--- src/rtl/counter_datapath_if.sv ---
// Control-to-datapath bundle for the 10000-counter: run/stop, clear, mode in;
// packed BCD digits and tick/wrap status pulses out.
interface counter_datapath_if;
  logic        i_mode;
  logic        i_run_stop;
  logic        i_clear;
  logic [15:0] o_bcd;
  logic        o_tick;
  logic        o_wrap;

  // Control FSM / bench side
  modport master (
    output i_mode, i_run_stop, i_clear,
    input  o_bcd, o_tick, o_wrap
  );

  // Datapath side
  modport slave (
    input  i_mode, i_run_stop, i_clear,
    output o_bcd, o_tick, o_wrap
  );
endinterface

--- src/rtl/counter_datapath.sv ---
// Prescaled 4-digit cascaded BCD up/down counter (0000..9999) with tick and
// wrap status pulses for the display formatter.
// Optional build macro COUNTER_SATURATE_EN: pin at 9999 (up) / 0000 (down)
// instead of wrapping; o_wrap then flags each step that hits the boundary.
module counter_datapath #(
  parameter int unsigned TICK_DIV = 1_000_000,
  parameter int unsigned PRESC_W  = 20
) (
  input logic               clk,
  input logic               reset,
  counter_datapath_if.slave bus
);

  localparam int unsigned DIGITS = 4;
  localparam int unsigned BCD_W  = 4 * DIGITS;
  localparam logic [PRESC_W-1:0] PRESC_LAST = PRESC_W'(TICK_DIV - 1);

  logic [PRESC_W-1:0] presc_q;
  logic [BCD_W-1:0]   bcd_q;
  logic               tick_q;
  logic               wrap_q;

  logic [BCD_W-1:0]   bcd_roll_c;
  logic [BCD_W-1:0]   bcd_step_c;
  logic               carry_c;
  logic               cross_c;
  logic               terminal_c;

  assign terminal_c = (presc_q == PRESC_LAST);

  // One cascaded BCD step; a carry/borrow surviving all digits is a boundary crossing.
  always_comb begin
    bcd_roll_c = bcd_q;
    carry_c    = 1'b1;
    cross_c    = 1'b0;
    for (int unsigned i = 0; i < DIGITS; i++) begin
      if (carry_c) begin
        if (!bus.i_mode) begin
          if (bcd_q[4*i +: 4] == 4'd9) begin
            bcd_roll_c[4*i +: 4] = 4'd0;
          end else begin
            bcd_roll_c[4*i +: 4] = bcd_q[4*i +: 4] + 4'd1;
            carry_c              = 1'b0;
          end
        end else begin
          if (bcd_q[4*i +: 4] == 4'd0) begin
            bcd_roll_c[4*i +: 4] = 4'd9;
          end else begin
            bcd_roll_c[4*i +: 4] = bcd_q[4*i +: 4] - 4'd1;
            carry_c              = 1'b0;
          end
        end
      end
    end
    cross_c = carry_c;
  end

  // Boundary policy: wrap around, or stay pinned when saturation is built in.
  always_comb begin
    bcd_step_c = bcd_roll_c;
`ifdef COUNTER_SATURATE_EN
    if (cross_c) begin
      bcd_step_c = bcd_q;
    end
`endif
  end

  // Prescaler, counter and status pulses; priority clear > run > hold.
  always_ff @(posedge clk or negedge reset) begin
    if (!reset) begin
      presc_q <= '0;
      bcd_q   <= '0;
      tick_q  <= 1'b0;
      wrap_q  <= 1'b0;
    end else if (bus.i_clear) begin
      presc_q <= '0;
      bcd_q   <= '0;
      tick_q  <= 1'b0;
      wrap_q  <= 1'b0;
    end else if (bus.i_run_stop) begin
      if (terminal_c) begin
        presc_q <= '0;
        bcd_q   <= bcd_step_c;
        tick_q  <= 1'b1;
        wrap_q  <= cross_c;
      end else begin
        presc_q <= presc_q + PRESC_W'(1);
        tick_q  <= 1'b0;
        wrap_q  <= 1'b0;
      end
    end else begin
      tick_q <= 1'b0;
      wrap_q <= 1'b0;
    end
  end

  assign bus.o_bcd  = bcd_q;
  assign bus.o_tick = tick_q;
  assign bus.o_wrap = wrap_q;

endmodule
--- src/flat_wrapper.sv ---
// flat-port wrapper written by rule: the top's interface ports become plain ports
module counter_datapath_flat 
#(
  parameter int unsigned TICK_DIV = 1_000_000,
  parameter int unsigned PRESC_W  = 20
)
  (clk, reset, bus_i_mode, bus_i_run_stop, bus_i_clear, bus_o_bcd, bus_o_tick, bus_o_wrap);
  counter_datapath_if bus_i ();
  input logic clk;
  input logic reset;
  input wire logic [$bits(bus_i.i_mode)-1:0] bus_i_mode;
  input wire logic [$bits(bus_i.i_run_stop)-1:0] bus_i_run_stop;
  input wire logic [$bits(bus_i.i_clear)-1:0] bus_i_clear;
  output wire logic [$bits(bus_i.o_bcd)-1:0] bus_o_bcd;
  output wire logic [$bits(bus_i.o_tick)-1:0] bus_o_tick;
  output wire logic [$bits(bus_i.o_wrap)-1:0] bus_o_wrap;
  assign bus_i.i_mode = bus_i_mode;
  assign bus_i.i_run_stop = bus_i_run_stop;
  assign bus_i.i_clear = bus_i_clear;
  assign bus_o_bcd = bus_i.o_bcd;
  assign bus_o_tick = bus_i.o_tick;
  assign bus_o_wrap = bus_i.o_wrap;
  counter_datapath #(.TICK_DIV(TICK_DIV), .PRESC_W(PRESC_W)) u_core (.clk(clk), .reset(reset), .bus(bus_i));
endmodule
--- config.mk ---
export PLATFORM = sky130hd
export DESIGN_NAME = counter_datapath_flat
export DESIGN_NICKNAME = d
export VERILOG_FILES = /design/src/rtl/counter_datapath_if.sv /design/src/rtl/counter_datapath.sv /design/src/flat_wrapper.sv
export SDC_FILE = /design/constraint.sdc
export NUM_CORES = 1
export LEC_CHECK = 0
export ABC_AREA = 1
export CORE_ASPECT_RATIO = 0.8
export CORE_UTILIZATION = 32
export CTS_BUF_LIST = sky130_fd_sc_hd__clkbuf_4 sky130_fd_sc_hd__clkbuf_8 sky130_fd_sc_hd__clkbuf_16
export DETAILED_ROUTE_END_ITERATION = 8
export SLEW_MARGIN = 15
export SYNTH_ARGS = -nofsm -noshare
export SYNTH_HDL_FRONTEND = slang
export SYNTH_SLANG_ARGS = --single-unit
--- constraint.sdc ---
create_clock -name clk -period 3.6 [get_ports clk]
set_input_delay 0.54 -clock clk [delete_from_list [all_inputs] [get_ports clk]]
set_output_delay 0.54 -clock clk [all_outputs]
set_load 0.02 [all_outputs]
==> Implementation_results.wiki <==
{| class="wikitable"
! Metric !! Value
|-
| Non-filler cells in the finished layout || 515
|-
| Leftover overflow at the end of global routing || 0
|-
| Total inserted antenna cells || 0
|-
| Yosys reg bits || 38
|-
| CTS resizes || 0
|-
| Result of the run || finished clean
|-
| Total number of vias || 2546
|-
| Global-route wire length before repair || 10.4 mm
|-
| Tot GR Track Use || 0.160
|-
| Worst setup slack for register-to-register paths || 1.88 ns
|-
| Post-synthesis async set-or-reset flop share || 1.00
|-
| Internal Dissipation || 0.635 mW
|-
| Maximum level of the CTS H-tree || 2
|-
| Antenna violations before repair || 0
|-
| Most numerous cell types in the synthesized netlist || sky130_fd_sc_hd__nand2_1 (110), sky130_fd_sc_hd__inv_1 (48), sky130_fd_sc_hd__nor2_1 (47), sky130_fd_sc_hd__nand3_1 (39), sky130_fd_sc_hd__dfrtp_1 (38)
|-
| Summed negative setup slack over all endpoints || 0 ns
|-
| Die Height || 82.6 um
|-
| Startpoint type of the worst setup path || input pin
|-
| Maximum resistive drop on vdd || 0.000149 V
|-
| Worst path required time || 3.81 ns
|-
| CP Class || in2reg
|-
| Leakage Power || 1.35 nW
|-
| Final-layout fill cell count || 814
|-
| Most used standard cell by instance count after synthesis || sky130_fd_sc_hd__nand2_1
|-
| I/O pins || 23
|-
| Floorplan die area || 0.00848 mm2
|-
| Buffer levels on the longest clock path || 2
|-
| Number of standard cells after synthesis || 384
|-
| Largest area contributor in the netlist || sky130_fd_sc_hd__dfrtp_1
|-
| Starting DRC count in detailed routing || 185
|-
| Clock tree from TritonCTS || done
|-
| Cell types occupying the most area after synthesis || sky130_fd_sc_hd__dfrtp_1 (37%), sky130_fd_sc_hd__nand2_1 (16%), sky130_fd_sc_hd__nand3_1 (7.5%), sky130_fd_sc_hd__inv_1 (6.9%), sky130_fd_sc_hd__nor2_1 (6.8%)
|-
| Maximum clock skew at final layout || 0.00716 ns
|-
| Count of buffers from port buffering || 22
|-
| Total power per unit cell area || 274 mW/mm2
|-
| Top-area cell type share of the netlist area || 0.366
|-
| Fraction of power spent switching nets || 0.234
|-
| Measured slew at the worst slew-check pin || 0.968 ns
|-
| Via count of the first global-routing pass || 2199
|-
| Worst hold-check path type || in2async
|-
| Endpoint type of the worst setup path || register
|-
| Final number of max-transition violations || 0
|-
| Reg-to-reg critical path startpoint || u_core.presc_q[0]
|-
| Clock period minus final worst setup slack || 2.50 ns
|-
| Mean post-synth cell area || 6.76 um2
|-
| Gate power share || 0.064
|-
| Fmax || 400 MHz
|-
| Final routed wire length divided by cell count || 12.1 um
|-
| Placed insts || 507
|-
| Post-CTS clock slew at the launch and capture registers of the worst setup and hold paths || 0.07 ns
|-
| Number of post-CTS setup repair buffers || 0
|-
| Final setup vio count || 0
|-
| RSZ-0062 raised after global routing || no
|-
| Area of the core region || 0.00764 mm2
|-
| Maximum number of pins on one net before global-route repair || 39
|-
| Number of clock sinks || 38
|-
| Placed wire-length estimate after detailed placement || 4.68 mm
|-
| Via-per-instance ratio || 4.94
|-
| Number of distinct standard cells referenced by the synthesized netlist || 31
|-
| YS warnings || 0
|-
| Number of rows created at floorplan || 28
|-
| Clock power share || 0.417
|-
| Final net count || 415
|-
| Share of the clock period used by the worst path || 0.695
|-
| Synth-to-layout area growth || 16.7%
|-
| Clock insertion delay at the later pin of the skew report || 0.29 ns
|-
| Flop pwr share || 0.519
|-
| Remaining DRCs || 0
|-
| Hold Buf Count CTS || 0
|-
| Most instantiated flip-flop cell in the synthesis netlist || sky130_fd_sc_hd__dfrtp_1
|-
| Worst endpoint data arrival time || 2.71 ns
|-
| Worst-case reg-to-reg path depth || 8
|-
| Reg2reg end || u_core.presc_q[18]
|-
| Total Wirelength || 6.22 mm
|-
| Number of clock buffers inserted by TritonCTS || 5
|-
| EDFF count, synth || 0
|-
| Tightest slew margin relative to the limit || 0.352
|-
| Fraction of layout cells with a size suffix above 1 || 0.102
|-
| Effective utilization at floorplan || 0.340
|-
| Placer Congestion || 0.909
|-
| TritonRoute pass-1 iters || 5
|-
| Clock root buffer || sky130_fd_sc_hd__clkbuf_8
|-
| Die width || 103 um
|-
| Sequential fraction of the synthesis area || 0.366
|-
| Cell Area, Synth || 0.00260 mm2
|-
| Number of nets still failing antenna checks after routing || 0
|-
| Top fanout value on the critical path || 14
|-
| Endpoints failing hold || 0
|-
| Post-Synthesis Net Count || 390
|-
| Max-cap check violation count || 0
|-
| Switching power total || 0.194 mW
|}
-- state kept, by name (all words and copies together) (netlist names) --
register / flops
u_core.presc_q: 20
u_core.bus.o_wrap: 1
u_core.bus.o_tick: 1
u_core.bus.o_bcd: 16
-- worst max-delay path by stage --
stage	start	end	slack (ns)	cells after the start
6_report	bus_i_clear	u_core.presc_q[12]	1.10	6
4_1_cts	bus_i_clear	u_core.presc_q[12]	1.14	6
2_1_floorplan	u_core.presc_q[0]	u_core.bus.o_bcd[14]	2.15	10
3_5_place_dp	bus_i_clear	u_core.presc_q[12]	0.84	6
3_3_place_gp	bus_i_clear	u_core.presc_q[12]	0.82	6
5_1_grt	bus_i_clear	u_core.presc_q[3]	0.98	6
-- metal layers --
metal	track usage	wire (um)
met5	0	0
met1	0.239	3210
met2	0.235	2560
met4	0.0437	68
met3	0.0269	378
-- critical path, stage by stage --
cell	delay (ns)
sky130_fd_sc_hd__clkdlybuf4s50_1	0.58
sky130_fd_sc_hd__nor2_1	0.82
sky130_fd_sc_hd__inv_1	0.25
sky130_fd_sc_hd__nand2_2	0.23
sky130_fd_sc_hd__nand2_1	0.10
sky130_fd_sc_hd__a21oi_1	0.18
-- cell usage in the layout, fill, tap and decap left out, types with 4 or more instances in the layout --
cell type,synthesis,routed
sky130_fd_sc_hd__nand4_1,11,11
sky130_fd_sc_hd__nor2_2,7,7
sky130_fd_sc_hd__clkdlybuf4s50_1,0,21
sky130_fd_sc_hd__clkbuf_8,0,8
sky130_fd_sc_hd__nand3_1,39,39
sky130_fd_sc_hd__nor2_1,47,47
sky130_fd_sc_hd__o21ai_0,20,20
sky130_fd_sc_hd__nand2_2,8,8
sky130_fd_sc_hd__inv_1,48,48
sky130_fd_sc_hd__xor2_1,4,4
sky130_fd_sc_hd__a21oi_1,17,17
sky130_fd_sc_hd__dfrtp_1,38,38
sky130_fd_sc_hd__nor2_4,6,6
sky130_fd_sc_hd__nand2_1,110,110
-- area by class of cell --
| cell class | count | area, um2 | share of cell area |
|---|---|---|---|
| multi-input combinational | 292 | 1430 | 0.472 |
| sequential | 38 | 951 | 0.314 |
| timing repair buffer | 23 | 223 | 0.0735 |
| inverter | 49 | 184 | 0.0607 |
| tap | 105 | 131 | 0.0434 |
| clock buffer | 8 | 110 | 0.0363 |
-- kinds of logic (layout without fill, tap and decap cells) --
kind of cell / count (synthesis) / after routing / share of synthesized area
adder cells (fa/ha/maj): 1 / 1 / 0.00482
AO/OA/AOI/OAI: 47 / 47 / 0.0988
XOR/XNOR: 5 / 5 / 0.0169
flip-flops: 38 / 38 / 0.366
buffers and inverters: 54 / 80 / 0.0828
AND/OR/NAND/NOR: 239 / 239 / 0.431
-- stage by stage --
| step | hold WS [ns] | setup WS, ns | total power [mW] | util | area, um2 |
|---|---|---|---|---|---|
| after floorplan | 0.244 | 2.15 | 0.470 | - | 2600 |
| after global placement | 0.494 | 0.817 | 0.493 | 0.382 | 2920 |
| after detailed placement | 0.509 | 0.843 | 0.492 | 0.382 | 2920 |
| after CTS | 0.395 | 1.14 | 0.844 | 0.397 | 3030 |
| after global routing | 0.446 | 0.984 | 0.869 | 0.397 | 3030 |
| final | 0.361 | 1.10 | 0.830 | 0.397 | 3030 |
-- power groups by stage --
| stage | combinational (mW) | sequential, mW | clock (mW) |
|---|---|---|---|
| floorplan | 0.0312 | 0.439 | 0 |
| global placement | 0.0538 | 0.439 | 0 |
| detailed placement | 0.0533 | 0.439 | 0 |
| CTS | 0.0536 | 0.431 | 0.360 |
| global route | 0.0601 | 0.431 | 0.378 |
| finish | 0.0529 | 0.431 | 0.346 |
No activity file was read; power rests on OpenSTA's default activity.
